===== config.mk =====
export PLATFORM = sky130hd
export DESIGN_NAME = csr_trap_ctrl
export DESIGN_NICKNAME = d
export VERILOG_FILES = /design/src/rtl/csr_trap_ctrl.sv
export SDC_FILE = /design/constraint.sdc
export NUM_CORES = 1
export LEC_CHECK = 0
export CAP_MARGIN = 20
export CORE_AREA = 2 2 112 114
export DETAILED_ROUTE_END_ITERATION = 7
export DIE_AREA = 0 0 114 116
export PLACE_DENSITY = 0.71
export SKIP_CTS_REPAIR_TIMING = 1
export SYNTH_ARGS = -nofsm -noshare
export SYNTH_HDL_FRONTEND = slang
export SYNTH_SLANG_ARGS = --single-unit

===== constraint.sdc =====
create_clock -name clk_i -period 3.45 [get_ports clk_i]
set_input_delay 0.69 -clock clk_i [delete_from_list [all_inputs] [get_ports clk_i]]
set_output_delay 0.69 -clock clk_i [all_outputs]
set_load 0.005 [all_outputs]

===== src/rtl/csr_trap_ctrl.sv =====
// Trap/interrupt sequencer and CSR write-port arbiter.
// Detects ECALL/EBREAK/MRET/external IRQ in execute, stalls the pipeline,
// writes mepc/mstatus/mcause (or restores mstatus on MRET), then redirects.
// Outside a sequence the execute-stage CSR write is forwarded unchanged.
module csr_trap_ctrl #(
    parameter int unsigned DATA_WIDTH     = 32,
    parameter int unsigned CSR_ADDR_WIDTH = 12
) (
    input  logic                      clk_i,
    input  logic                      rst_n_i,
    input  logic [31:0]               inst_i,
    input  logic [DATA_WIDTH-1:0]     inst_addr_i,
    input  logic                      jump_flag_i,
    input  logic                      irq_i,
    input  logic [DATA_WIDTH-1:0]     csr_mstatus_i,
    input  logic [DATA_WIDTH-1:0]     csr_mtvec_i,
    input  logic [DATA_WIDTH-1:0]     csr_mepc_i,
    input  logic                      exe_csr_we_i,
    input  logic [CSR_ADDR_WIDTH-1:0] exe_csr_waddr_i,
    input  logic [DATA_WIDTH-1:0]     exe_csr_wdata_i,
    output logic                      csr_we_o,
    output logic [CSR_ADDR_WIDTH-1:0] csr_waddr_o,
    output logic [DATA_WIDTH-1:0]     csr_wdata_o,
    output logic                      hold_o,
    output logic                      trap_jump_o,
    output logic [DATA_WIDTH-1:0]     trap_jump_addr_o,
    output logic                      busy_o
);

    localparam logic [31:0] InstEcall  = 32'h0000_0073;
    localparam logic [31:0] InstEbreak = 32'h0010_0073;
    localparam logic [31:0] InstMret   = 32'h3020_0073;

    localparam logic [CSR_ADDR_WIDTH-1:0] AddrMstatus = CSR_ADDR_WIDTH'(12'h300);
    localparam logic [CSR_ADDR_WIDTH-1:0] AddrMepc    = CSR_ADDR_WIDTH'(12'h341);
    localparam logic [CSR_ADDR_WIDTH-1:0] AddrMcause  = CSR_ADDR_WIDTH'(12'h342);

    localparam logic [DATA_WIDTH-1:0] CauseEcall  = DATA_WIDTH'(11);
    localparam logic [DATA_WIDTH-1:0] CauseEbreak = DATA_WIDTH'(3);
    // Interrupt flag in the MSB, machine external interrupt code 11.
    localparam logic [DATA_WIDTH-1:0] CauseIrq    = {1'b1, {(DATA_WIDTH-5){1'b0}}, 4'hB};

    typedef enum logic [2:0] {
        StIdle,
        StWrMepc,
        StWrMstatus,
        StWrMcause,
        StMretMstatus,
        StJump
    } state_e;

    state_e                  state_q, state_d;
    logic [DATA_WIDTH-1:0]   cause_q, cause_d;
    logic [DATA_WIDTH-1:0]   epc_q, epc_d;
    logic                    is_mret_q, is_mret_d;

    logic                      we;
    logic [CSR_ADDR_WIDTH-1:0] waddr;
    logic [DATA_WIDTH-1:0]     wdata;
    logic                      hold;
    logic                      jump;
    logic [DATA_WIDTH-1:0]     jump_addr;

    logic is_ecall, is_ebreak, is_mret, irq_take;

    assign is_ecall  = (inst_i == InstEcall);
    assign is_ebreak = (inst_i == InstEbreak);
    assign is_mret   = (inst_i == InstMret);
    // An interrupt coinciding with an execute redirect waits one cycle so epc is a valid PC.
    assign irq_take  = irq_i & csr_mstatus_i[3] & ~jump_flag_i;

    // State and trap latches.
    always_ff @(posedge clk_i or negedge rst_n_i) begin
        if (!rst_n_i) begin
            state_q   <= StIdle;
            cause_q   <= '0;
            epc_q     <= '0;
            is_mret_q <= 1'b0;
        end else begin
            state_q   <= state_d;
            cause_q   <= cause_d;
            epc_q     <= epc_d;
            is_mret_q <= is_mret_d;
        end
    end

    // Next-state logic and CSR port arbitration.
    always_comb begin
        state_d   = state_q;
        cause_d   = cause_q;
        epc_d     = epc_q;
        is_mret_d = is_mret_q;
        we        = 1'b0;
        waddr     = '0;
        wdata     = '0;
        hold      = 1'b1;
        jump      = 1'b0;
        jump_addr = '0;

        unique case (state_q)
            StIdle: begin
                if (is_ecall || is_ebreak || (!is_mret && irq_take)) begin
                    // Trapping instruction is discarded, so its own CSR write is dropped.
                    cause_d   = is_ecall ? CauseEcall : (is_ebreak ? CauseEbreak : CauseIrq);
                    epc_d     = inst_addr_i;
                    is_mret_d = 1'b0;
                    state_d   = StWrMepc;
                end else if (is_mret) begin
                    is_mret_d = 1'b1;
                    state_d   = StMretMstatus;
                end else begin
                    hold  = 1'b0;
                    we    = exe_csr_we_i;
                    waddr = exe_csr_waddr_i;
                    wdata = exe_csr_wdata_i;
                end
            end
            StWrMepc: begin
                we      = 1'b1;
                waddr   = AddrMepc;
                wdata   = epc_q;
                state_d = StWrMstatus;
            end
            StWrMstatus: begin
                // MPIE <- MIE, MIE <- 0.
                we       = 1'b1;
                waddr    = AddrMstatus;
                wdata    = csr_mstatus_i;
                wdata[7] = csr_mstatus_i[3];
                wdata[3] = 1'b0;
                state_d  = StWrMcause;
            end
            StWrMcause: begin
                we      = 1'b1;
                waddr   = AddrMcause;
                wdata   = cause_q;
                state_d = StJump;
            end
            StMretMstatus: begin
                // MIE <- MPIE, MPIE <- 1.
                we       = 1'b1;
                waddr    = AddrMstatus;
                wdata    = csr_mstatus_i;
                wdata[3] = csr_mstatus_i[7];
                wdata[7] = 1'b1;
                state_d  = StJump;
            end
            StJump: begin
                jump      = 1'b1;
                jump_addr = is_mret_q ? csr_mepc_i : {csr_mtvec_i[DATA_WIDTH-1:2], 2'b00};
                state_d   = StIdle;
            end
            default: begin
                state_d = StIdle;
            end
        endcase
    end

    // Outputs forced low while reset is asserted, including the combinational pass-through.
    always_comb begin
        csr_we_o         = we & rst_n_i;
        csr_waddr_o      = waddr & {CSR_ADDR_WIDTH{rst_n_i}};
        csr_wdata_o      = wdata & {DATA_WIDTH{rst_n_i}};
        hold_o           = hold & rst_n_i;
        trap_jump_o      = jump & rst_n_i;
        trap_jump_addr_o = jump_addr & {DATA_WIDTH{rst_n_i}};
        busy_o           = (state_q != StIdle) & rst_n_i;
    end

endmodule


; Yosys cells after proc, flatten, opt, wreduce, memory -nomap -nowiden
; Cells that the tools add are included.
[totals]
output_inout_bits = 80
register_bits = 68
elab_cells = 57
in_bits = 209
[classes]
n_mux = 22
eq_ne = 9
bitwise_logic = 10
reduce_logical = 12
[op_table]
columns = operator, count
row1 = $mux 32, 6
row2 = $pmux 32 s5, 1
row3 = $and 32x32->32, 2
row4 = $pmux 12 s4, 1
row5 = $eq 32x21->1 const B, 1
row6 = $eq 32x30->1 const B, 1
row7 = $eq 32x7->1 const B, 1
row8 = $mux 12, 2
row9 = $and 12x12->12, 1
row10 = $pmux 3 s4, 1
row11 = $mux 1, 8
row12 = $and 1x1->1, 6
row13 = $eq 3x2->1 const B, 2
row14 = $eq 3x3->1 const B, 2
row15 = $mux 3, 2
row16 = $reduce_and 2->1, 2
row17 = $reduce_or 2->1, 2
row18 = $reduce_or 4->1, 1
row19 = $eq 3x1->1 const B, 1
row20 = $logic_not 3->1, 1
row21 = $ne 3x3->1 const B, 1
row22 = $reduce_bool 3->1, 1
row23 = $logic_or 1x1->1, 2
row24 = $pmux 1 s2, 1
row25 = other kinds (4), 4

; Depth between registers and ports, before layout
; Gate-level depths: netlist of run 1.
[logic_depth]
word_depth = 7
mapped_depth = 6

; Least setup slack after synthesis of run 1
; OpenSTA, ideal clock, no wires.
[synth_path]
kind = input -> output
start = in inst_i[1]
end = out csr_wdata_o[21]
slack_ns = 0.573
required_time_ns = 2.760
stages = 6
arrival_ns = 2.187
path_buffers = 1
cell_sequence = and4b_1 > nand4_1 > a2111oi_2 > nor4_2 > clkbuf_1 > o2bb2ai_1
[synth_between]
elab_chain_cells = 7
word_cells_on_any_way = 11
cone_classes = eq/ne (3) / mux (3) / bitwise (1) / reduce/logical (4)
[synth_lines]
columns = item, line_no
row1 = from (decl), 11  ; input logic [31:0] inst_i,
row2 = $eq 32x30->1, 68  ; assign is_mret = (inst_i == InstMret);
row3 = $logic_not 1->1, 102  ; if (is_ecall || is_ebreak || (!is_mret && irq_take)) begin
row4 = $logic_and 1x1->1, 102
row5 = $logic_or 1x1->1, 102
row6 = $mux 32 *, 102
row7 = $pmux 32 s5 *, 100  ; unique case (state_q)
row8 = $and 32x32->32 *, 163  ; csr_wdata_o = wdata & {DATA_WIDTH{rst_n_i}};
row9 = to (decl), 23  ; output logic [DATA_WIDTH-1:0] csr_wdata_o,
; Mark *: on every way between the ends. The rest lies on a longest branch, timed or not.

; Worst setup path after layout of run 1
[layout_path]
start = in inst_i[21]
end = out csr_waddr_o[10]
[layout_between]
elab_chain_cells = 7
word_cells_on_any_way = 11
cone_classes = eq/ne (3) / mux (3) / bitwise (1) / reduce/logical (4)
[layout_lines]
columns = item, line_no
row1 = $eq 32x30->1, 68
row2 = $logic_not 1->1, 102
row3 = $logic_and 1x1->1, 102
row4 = $logic_or 1x1->1, 102
row5 = $mux 12 *, 102
row6 = $pmux 12 s4 *, 100
row7 = $and 12x12->12 *, 162  ; csr_waddr_o = waddr & {CSR_ADDR_WIDTH{rst_n_i}};
row8 = to (decl), 22  ; output logic [CSR_ADDR_WIDTH-1:0] csr_waddr_o,
; Marked as above.

==> flow_summary.yaml, run 1 <==
yosys:
  synth_cell_types: 46
  synth_xor_area_share_pct: 0
  async_reset_ff_share_pct: 100
  ys_seq_elements: 39
  synthesis.area_mm2: 0.00296
  synth_edf_count: 0
  netlist.area_leader.share_pct: 33.0
  syn_nets: 510
  yosys-top-cells-area: "dfrtp_1 33%, mux2i_1 10%, mux2_1 9.9%, o2bb2ai_1 9.5%, a22oi_1 7.1%"
  synth_fa_ha_area_share_pct: 0
  synthFlopType: "dfrtp_1"
  synth-simple-area-share_pct: 15.0
  synth_top_family_by_area: "compound AO/OA/AOI/OAI gates"
  synthMuxAreaShare_pct: 23.1
  synth_most_common_cell: "dfrtp_1"
  synth_area_per_cell_um2: 9.83
  ys_seq_area_share_pct: 33.0
  yosysWarnings: 0
  synthCells: 301
  synth_top_cell_by_area: "dfrtp_1"
  synth-compound-area-share_pct: 24.3
  yosys-top-cells-count: "39 x dfrtp_1, 36 x nor2_1, 32 x o2bb2ai_1, 30 x mux2i_1, 28 x a22oi_1"
timing:
  timing.final.ws_setup_ns: 0.0802
  worst_slew_pin_slew_ns: 0.510
  setup_viol: 0
  period_minus_slack_ns: 3.37
  skew_ns: 0.00687
  min_period_over_period_pct: 97.7
  fmax_mhz: 297
  hold_slack_ns: 0.454
  slew_headroom_pct: 66.0
  setup_tns_ns: 0
  final-hold-violation-count: 0
  slew_viol_final: 0
floorplanning:
  die_y_um: 116
  dieArea_mm2: 0.0132
  rows: 40
  io_pins: 289
  die_x_um: 114
  start_util_pct: 24.8
  core_area_mm2: 0.0119
drt:
  postRouteWirelength_um: 13700
  drtPass1Iterations: 4
  via_per_inst: 4.95
  vias: 3704
  drt_first_iter_violations: 140
  detail-route-antenna-nets: 0
  wl_per_cell_um: 18.3
  drc: 0
power:
  p_total_mw: 3.38
  sw_frac_of_total_pct: 35.3
  powerDensity_mw_per_mm2: 516
  leakage_nw: 3.11
  vdd_ir_drop_max_v: 0.000303
  clkPwrFrac_pct: 16.3
  pwr-share-seq_pct: 24.3
  p_sw_mw: 1.19
  internal_power_mw: 2.19
  power_frac_comb_pct: 59.4
setup_path:
  regToRegEndpoint: "epc_q[6]$_DFFE_PN0P_"
  criticalPathCategory: "primary input to output port"
  crit_arrival_ns: 2.68
  worst-r2r-cell-count: 5
  start_kind: "primary input"
  crit_path_end_kind: "output port"
  r2r-start: "state_q[1]$_DFFE_PN0P_"
  endpoint: "csr_waddr_o[10]"
  critical_path_peak_fanout: 7
  cp-startpoint: "inst_i[21]"
  required_ns: 2.76
  r2r_slack_ns: 1.15
run_status:
  status: "complete, no violations"
clock_network:
  h-tree-depth: 2
  tritoncts: "built"
  cts-root-buf: "clkbuf_16"
  clk_pin_slew_ns: 0.06
  numCtsBuffers: 5
  clock_sinks: 39
  clock_latency_ns: 0.28
  cts_buffer_depth: 2
global_route:
  overflow: 0
  gr-usage-met1_pct: 19.0
  gr-usage-met3_pct: 5.49
  top_usage_layer: "met2"
  grt_pass1_vias: 3791
  groute.usage.overall_pct: 18.4
  grt_max_degree: 33
  antenna_found_initial: 0
  use_met2_pct: 36.0
  grt_pass1_wl_um: 19200
place:
  port_buffers: 286
  post-place-ws_ns: -0.423
  place.detailed.hpwl_um: 10800
  gp_congestion: 0.780
layout:
  antenna_cells: 0
  area_delta_synth_final_pct: 121
  nFillCells: 1062
  num-nets-final: 810
  drive_above_1_share_pct: 12.6
flow_run:
  cap_violations: 0
min_path:
  holdCritPathClass: "primary input to async pin"
## flip-flops by register name, summed over array words and instances, names as in the netlist
name	cells
state_q	3
epc_q	32
is_mret_q	1
cause_q	3
## worst max-delay path, cell delays in order
cell             delay (ns)
clkdlybuf4s50_1        0.41
or3_1                  0.43
a2111oi_4              0.31
buf_4                  0.18
nor4_4                 0.05
buf_6                  0.15
clkbuf_16              0.16
and2_1                 0.14
dlymetal6s2s_1         0.15
## per-stage QoR
stage | cell area, um^2 | util [%] | instances
after floorplan | 2960 | - | 301
after global placement | 6160 | 51.7 | 736
after detailed placement | 6160 | 51.7 | 736
after CTS | 6340 | 53.2 | 744
after global routing | 6550 | 54.9 | 749
final | 6550 | 54.9 | 749
## worst min-delay path by stage
stage	cells after the start	to	slack (ns)
CTS	2	epc_q[20]$_DFFE_PN0P_	0.47
floorplan	0	cause_q[1]$_DFFE_PN0P_	0.39
detailed placement	1	epc_q[3]$_DFFE_PN0P_	0.48
finish	2	epc_q[22]$_DFFE_PN0P_	0.45
global placement	1	epc_q[25]$_DFFE_PN0P_	0.47
global route	2	epc_q[20]$_DFFE_PN0P_	0.48
## placed cells by master (no fill, tap or decap), types with 5 or more instances in the layout
cell type,synthesis,layout
clkdlybuf4s50_1,0,222
dlymetal6s2s_1,0,53
dfrtp_1,39,39
nor2_1,36,36
o2bb2ai_1,32,32
mux2i_1,30,30
a22oi_1,28,28
mux2_1,26,26
buf_4,0,23
and2_1,9,9
clkbuf_2,0,9
mux2_2,8,8
a21oi_1,8,7
clkbuf_16,0,7
nor2b_1,5,5
nand2_1,5,5
buf_12,0,5
## cell type report
type	instances	area, um^2	area share (%)
clock buffers	6	139	2.12
clock inverters	2	38.8	0.593
inverters	2	7.51	0.115
multi-input cells	234	1900	29.1
flip-flops and latches	39	976	14.9
well taps	147	184	2.81
repair buffers	319	3300	50.4
## routing by layer
layer  part of all wire, %  routed length, um
met5                     0                  0
met2                    52               7120
met1                    37               5020
met4                   2.0                273
met3                   9.6               1320
## power by group through the flow
| stage | combinational, mW | clock, mW | sequential, mW |
|---|---|---|---|
| final | 2.01 | 0.551 | 0.820 |
| after floorplan | 0.950 | 0 | 0.759 |
| after global placement | 2.00 | 0 | 0.812 |
| after detailed placement | 2.03 | 0 | 0.823 |
| after global routing | 2.19 | 0.579 | 0.851 |
| after CTS | 2.04 | 0.562 | 0.821 |
## kinds of logic (layout without fill, tap and decap cells)
family                 count (synthesis)  in the layout
buffers and inverters                 28            329
AO/OA/AOI/OAI                         89             89
AND/OR/NAND/NOR                       81             81
multiplexers                          64             64
flip-flops                            39             39
Note: power is estimated with default switching activity, not from simulation.
==> run 2: changes to the inputs <==
Settings changed: ABC_CLOCK_PERIOD_IN_PS from default to 3450, RECOVER_POWER from default to 50.
==> flow_summary.yaml, run 2 (synthesized netlist as in run 1, its figures left out) <==
run_status:
  status: "complete, no violations"
timing:
  period_minus_slack_ns: 3.37
  worst_slew_pin_slew_ns: 0.632
  setup_viol: 0
  slew_viol_final: 0
  skew_ns: 0.00784
  fmax_mhz: 297
  min_period_over_period_pct: 97.7
  slew_headroom_pct: 57.4
  final-hold-violation-count: 0
  rsz0062_at_grt: "false"
clock_network:
  cts_buffer_depth: 2
  clock_latency_ns: 0.28
  numCtsBuffers: 5
  tritoncts: "built"
  h-tree-depth: 2
  cts-root-buf: "clkbuf_16"
  clk_pin_slew_ns: 0.06
  clock_sinks: 39
power:
  vdd_ir_drop_max_v: 0.000302
  p_total_mw: 3.37
  power_frac_comb_pct: 59.3
  leakage_nw: 3.08
  powerDensity_mw_per_mm2: 518
  internal_power_mw: 2.18
  clkPwrFrac_pct: 16.4
  p_sw_mw: 1.19
  sw_frac_of_total_pct: 35.3
  pwr-share-seq_pct: 24.3
global_route:
  grt_pass1_wl_um: 19200
  grt_max_degree: 33
  top_usage_layer: "met2"
  groute.usage.overall_pct: 18.4
  antenna_found_initial: 0
  use_met2_pct: 36.0
  grt_pass1_vias: 3791
  gr-usage-met1_pct: 19.0
  overflow: 0
  gr-usage-met3_pct: 5.49
drt:
  drt_first_iter_violations: 160
  wl_per_cell_um: 18.4
  drc: 0
  via_per_inst: 4.93
  vias: 3690
  drtPass1Iterations: 4
  postRouteWirelength_um: 13800
  detail-route-antenna-nets: 0
min_path:
  min_path_cells: 1
  hold-path-endpoint: "epc_q[3]$_DFFE_PN0P_"
  hold_start: "epc_q[3]$_DFFE_PN0P_"
  holdCritPathClass: "flip-flop to flip-flop"
place:
  dpl_cell_area_mm2: 0.00616
  place.detailed.hpwl_um: 10800
  gp_congestion: 0.780
  port_buffers: 286
setup_path:
  required_ns: 2.76
  critical_path_peak_fanout: 7
  cp.depth: 9
  r2r_slack_ns: 0.97
  crit_arrival_ns: 2.68
  crit_family: "buffers and inverters"
  worst-r2r-cell-count: 5
  r2r-start: "state_q[1]$_DFFE_PN0P_"
  criticalPathCategory: "primary input to output port"
  cpPeakStageDelay_ns: 0.43
  cp_num_buf_inv: 5
  crit_chain: "clkdlybuf4s50_1, or3_1, a2111oi_4, buf_4, nor4_4, buf_6, clkbuf_16, and2_1, dlymetal6s2s_1"
  critPathSlowestCell: "or3_1"
  start_kind: "primary input"
  crit_path_end_kind: "output port"
  regToRegEndpoint: "epc_q[6]$_DFFE_PN0P_"
layout:
  final_cell_area_mm2: 0.00651
  largest-register: "epc_q"
  largest_reg_flops: 32
  nFillCells: 1065
  final_cell_mix: "222 x clkdlybuf4s50_1, 53 x dlymetal6s2s_1, 39 x dfrtp_1"
  antenna_cells: 0
  top_regs: "epc_q: 32 flops, cause_q: 3 flops, state_q: 3 flops"
  drive_above_1_share_pct: 11.8
  num-nets-final: 810
  layout_commonest_cell: "clkdlybuf4s50_1"
  area_delta_synth_final_pct: 120
floorplanning:
  die_x_um: 114
  io_pins: 289
  rows: 40
  core_area_mm2: 0.0119
  dieArea_mm2: 0.0132
  die_y_um: 116
  start_util_pct: 24.8
flow_run:
  cap_violations: 0
## run 2: cell count changes in the layout (fill, tap and decap cells not counted)
cell	delta
o21ai_4	-1
o21ai_0	+1
and2_0	+1
and2_1	-1
clkbuf_1	+3
buf_2	-1
nor4_4	-1
nor4_1	+1
buf_4	-2
## run 2: worst max-delay path by stage
| stage | slack, ns | startpoint | end |
|---|---|---|---|
| 3_3_place_gp | -0.39 | inst_i[3] | csr_wdata_o[17] |
| 2_1_floorplan | 0.57 | inst_i[1] | csr_wdata_o[21] |
| 6_report | 0.08 | inst_i[21] | csr_waddr_o[10] |
| 5_1_grt | 0.002 | inst_i[15] | csr_wdata_o[3] |
| 3_5_place_dp | -0.42 | inst_i[3] | csr_wdata_o[17] |
| 4_1_cts | -0.42 | inst_i[3] | csr_wdata_o[17] |
## run 2: power by group through the flow
stage	logic [mW]	clock network (mW)	registers (mW)
final	2.00	0.552	0.820
after global placement	2.00	0	0.812
after floorplan	0.950	0	0.759
after global routing	2.18	0.579	0.851
after detailed placement	2.03	0	0.823
after CTS	2.04	0.562	0.821
## run 2: area by class of cell
type | count | area [um^2] | area share (%)
clock buffer | 6 | 139 | 2.13
sequential | 39 | 976 | 15.0
timing repair buffer | 319 | 3290 | 50.5
multi-input combinational | 234 | 1880 | 28.8
tap | 147 | 184 | 2.83
inverter | 2 | 7.51 | 0.115
clock inverter | 2 | 38.8 | 0.596
## run 2: routing by layer
| metal | vias to the layer above | part of all wire (%) | wire length (um) |
|---|---|---|---|
| met5 | - | 0 | 0 |
| met3 | 16 | 9.4 | 1310 |
| met4 | 0 | 1.9 | 269 |
| met1 | 1717 | 37 | 5110 |
| li1 | 1757 | - | - |
| met2 | 200 | 52 | 7130 |
## run 2: through the flow
stage                     setup slack, ns  utilization (%)  cells  setup TNS, ns  hold slack (ns)
final                              0.0783             54.7    749              0            0.484
after global routing              0.00173             54.7    749              0            0.508
after CTS                          -0.423             53.2    744         -16.77            0.469
after detailed placement           -0.423             51.7    736         -16.64            0.476
after global placement             -0.386             51.7    736         -15.29            0.470
after floorplan                     0.573                -    301              0            0.394
## run 2: worst reg2reg max path: stages, from the launching register on
cell and delay [ns]:
dfrtp_1 0.46, or3_1 0.50, or4b_4 0.54, o21ai_0 0.27
buf_12 0.24, mux2_1 0.35
==> run 3: changes to the inputs <==
Settings changed: ABC_CLOCK_PERIOD_IN_PS 3450 to 3800, HOLD_SLACK_MARGIN from default to 0.03.
Clock period 3.45 ns to 3.8 ns, I/O delays scaled along.
==> flow_summary.yaml, run 3 (synthesized netlist as in run 1, its figures left out) <==
layout:
  layout_commonest_cell: "clkdlybuf4s50_1"
  final_cell_mix: "235 x clkdlybuf4s50_1, 45 x dlymetal6s2s_1, 39 x dfrtp_1"
  num-nets-final: 807
  largest-register: "epc_q"
  area_delta_synth_final_pct: 116
  nFillCells: 1064
  top_regs: "epc_q: 32 flops, cause_q: 3 flops, state_q: 3 flops"
  multiInputGateArea_mm2: 0.00186
  ff_latch_area_um2: 976
  finalCoreUtilization_pct: 53.8
  largest_reg_flops: 32
  antenna_cells: 0
  drive_above_1_share_pct: 9.35
  final_cell_area_mm2: 0.00641
timing:
  worst_slew_pin_slew_ns: 0.820
  setup_viol: 0
  setup_tns_ns: 0
  min_period_over_period_pct: 97.9
  final-hold-violation-count: 0
  slew_headroom_pct: 44.8
  slew_viol_final: 0
  fmax_mhz: 269
  period_minus_slack_ns: 3.72
  skew_ns: 0.00600
setup_path:
  critical_path_peak_fanout: 2
  crit_arrival_ns: 2.96
  cp-startpoint: "inst_i[30]"
  regToRegEndpoint: "epc_q[19]$_DFFE_PN0P_"
  r2r_slack_ns: 0.64
  crit_chain: "clkdlybuf4s50_1, nor4_2, nand4_1, a2111oi_4, buf_4, buf_4, o31a_1, clkdlybuf4s50_1"
  crit_family: "buffers and inverters"
  endpoint: "hold_o"
  r2r-start: "state_q[0]$_DFFE_PN0P_"
  worst-r2r-cell-count: 6
  cp_num_buf_inv: 4
  required_ns: 3.04
  cp.depth: 8
  critPathSlowestCell: "clkdlybuf4s50_1"
  crit_path_end_kind: "output port"
  start_kind: "primary input"
  cpPeakStageDelay_ns: 0.52
  criticalPathCategory: "primary input to output port"
global_route:
  grt_pass1_wl_um: 18900
  overflow: 0
  groute.usage.overall_pct: 18.4
  grt_pass1_vias: 3687
  antenna_found_initial: 0
  grt_max_degree: 37
place:
  port_buffers: 286
  dpl_cell_area_mm2: 0.00611
  place.detailed.hpwl_um: 10700
  gp_congestion: 0.774
floorplanning:
  dieArea_mm2: 0.0132
  die_y_um: 116
  start_util_pct: 24.8
  core_area_mm2: 0.0119
  rows: 40
  io_pins: 289
  die_x_um: 114
power:
  vdd_ir_drop_max_v: 0.000265
  leakage_nw: 3.02
  internal_power_mw: 1.92
  p_sw_mw: 1.05
  powerDensity_mw_per_mm2: 463
  pwr-share-seq_pct: 24.5
  clkPwrFrac_pct: 16.2
  power_frac_comb_pct: 59.3
  sw_frac_of_total_pct: 35.3
drt:
  drc: 0
  via_per_inst: 4.92
  vias: 3670
  detail-route-antenna-nets: 0
  postRouteWirelength_um: 13300
  drtPass1Iterations: 4
  wl_per_cell_um: 17.8
  drt_first_iter_violations: 128
flow_run:
  cap_violations: 0
clock_network:
  cts-root-buf: "clkbuf_16"
  clock_latency_ns: 0.28
  clock_sinks: 39
  clk_pin_slew_ns: 0.06
  h-tree-depth: 2
  cts_buffer_depth: 2
  tritoncts: "built"
  numCtsBuffers: 5
min_path:
  holdCritPathClass: "flip-flop to flip-flop"
run_status:
  status: "complete, no violations"
[run 3: cell count changes in the layout (fill, tap and decap cells not counted), sizes merged, moves of 2 or more]
cell           change
clkdlybuf4s50     +13
buf                -4
clkinv             +2
clkbuf            -10
dlygate4sd3        +5
dlymetal6s2s       -8
[run 3: area by class of cell]
type                       instances  share of cell area (%)
timing repair buffer             316                    50.1
multi-input combinational        234                    29.1
sequential                        39                    15.2
tap                              147                    2.87
clock buffer                       5                    1.95
clock inverter                     3                   0.684
inverter                           2                   0.117
[run 3: how the worst min path moves through the flow]
stage / startpoint / endpoint / slack (ns) / cells after the start
after global routing: epc_q[3]$_DFFE_PN0P_ / epc_q[3]$_DFFE_PN0P_ / 0.49 / 1
after floorplan: epc_q[3]$_DFFE_PN0P_ / epc_q[3]$_DFFE_PN0P_ / 0.45 / 1
final: epc_q[3]$_DFFE_PN0P_ / epc_q[3]$_DFFE_PN0P_ / 0.49 / 1
after CTS: epc_q[3]$_DFFE_PN0P_ / epc_q[3]$_DFFE_PN0P_ / 0.49 / 1
after global placement: epc_q[25]$_DFFE_PN0P_ / epc_q[25]$_DFFE_PN0P_ / 0.47 / 1
after detailed placement: epc_q[0]$_DFFE_PN0P_ / epc_q[0]$_DFFE_PN0P_ / 0.48 / 1
[run 3: power by group through the flow]
stage          Combinational (mW)  Sequential (mW)  Clock, mW
6_report                     1.76            0.727      0.480
5_1_grt                      1.91            0.757      0.505
4_1_cts                      1.85            0.729      0.490
3_5_place_dp                 1.83            0.733          0
3_3_place_gp                 1.81            0.726          0
2_1_floorplan               0.862            0.689          0
[run 3: routing by layer]
metal  track usage, %  wire length, um  vias up  share of wire [%]
li1                 -                -     1754                  -
met5                0                0        -                  0
met2             35.9             7060      188                 53
met1             18.9             4690     1714                 35
met3             5.60             1280       14                9.6
met4             4.96              240        0                1.8
[run 3: stage by stage]
stage	setup slack, ns	total power [mW]	hold slack [ns]	std cells
2_1_floorplan	0.783	1.55	0.454	301
3_3_place_gp	-0.391	2.53	0.470	733
3_5_place_dp	-0.427	2.56	0.478	733
4_1_cts	-0.429	3.06	0.492	741
5_1_grt	-0.0192	3.17	0.494	746
6_report	0.0800	2.97	0.486	746
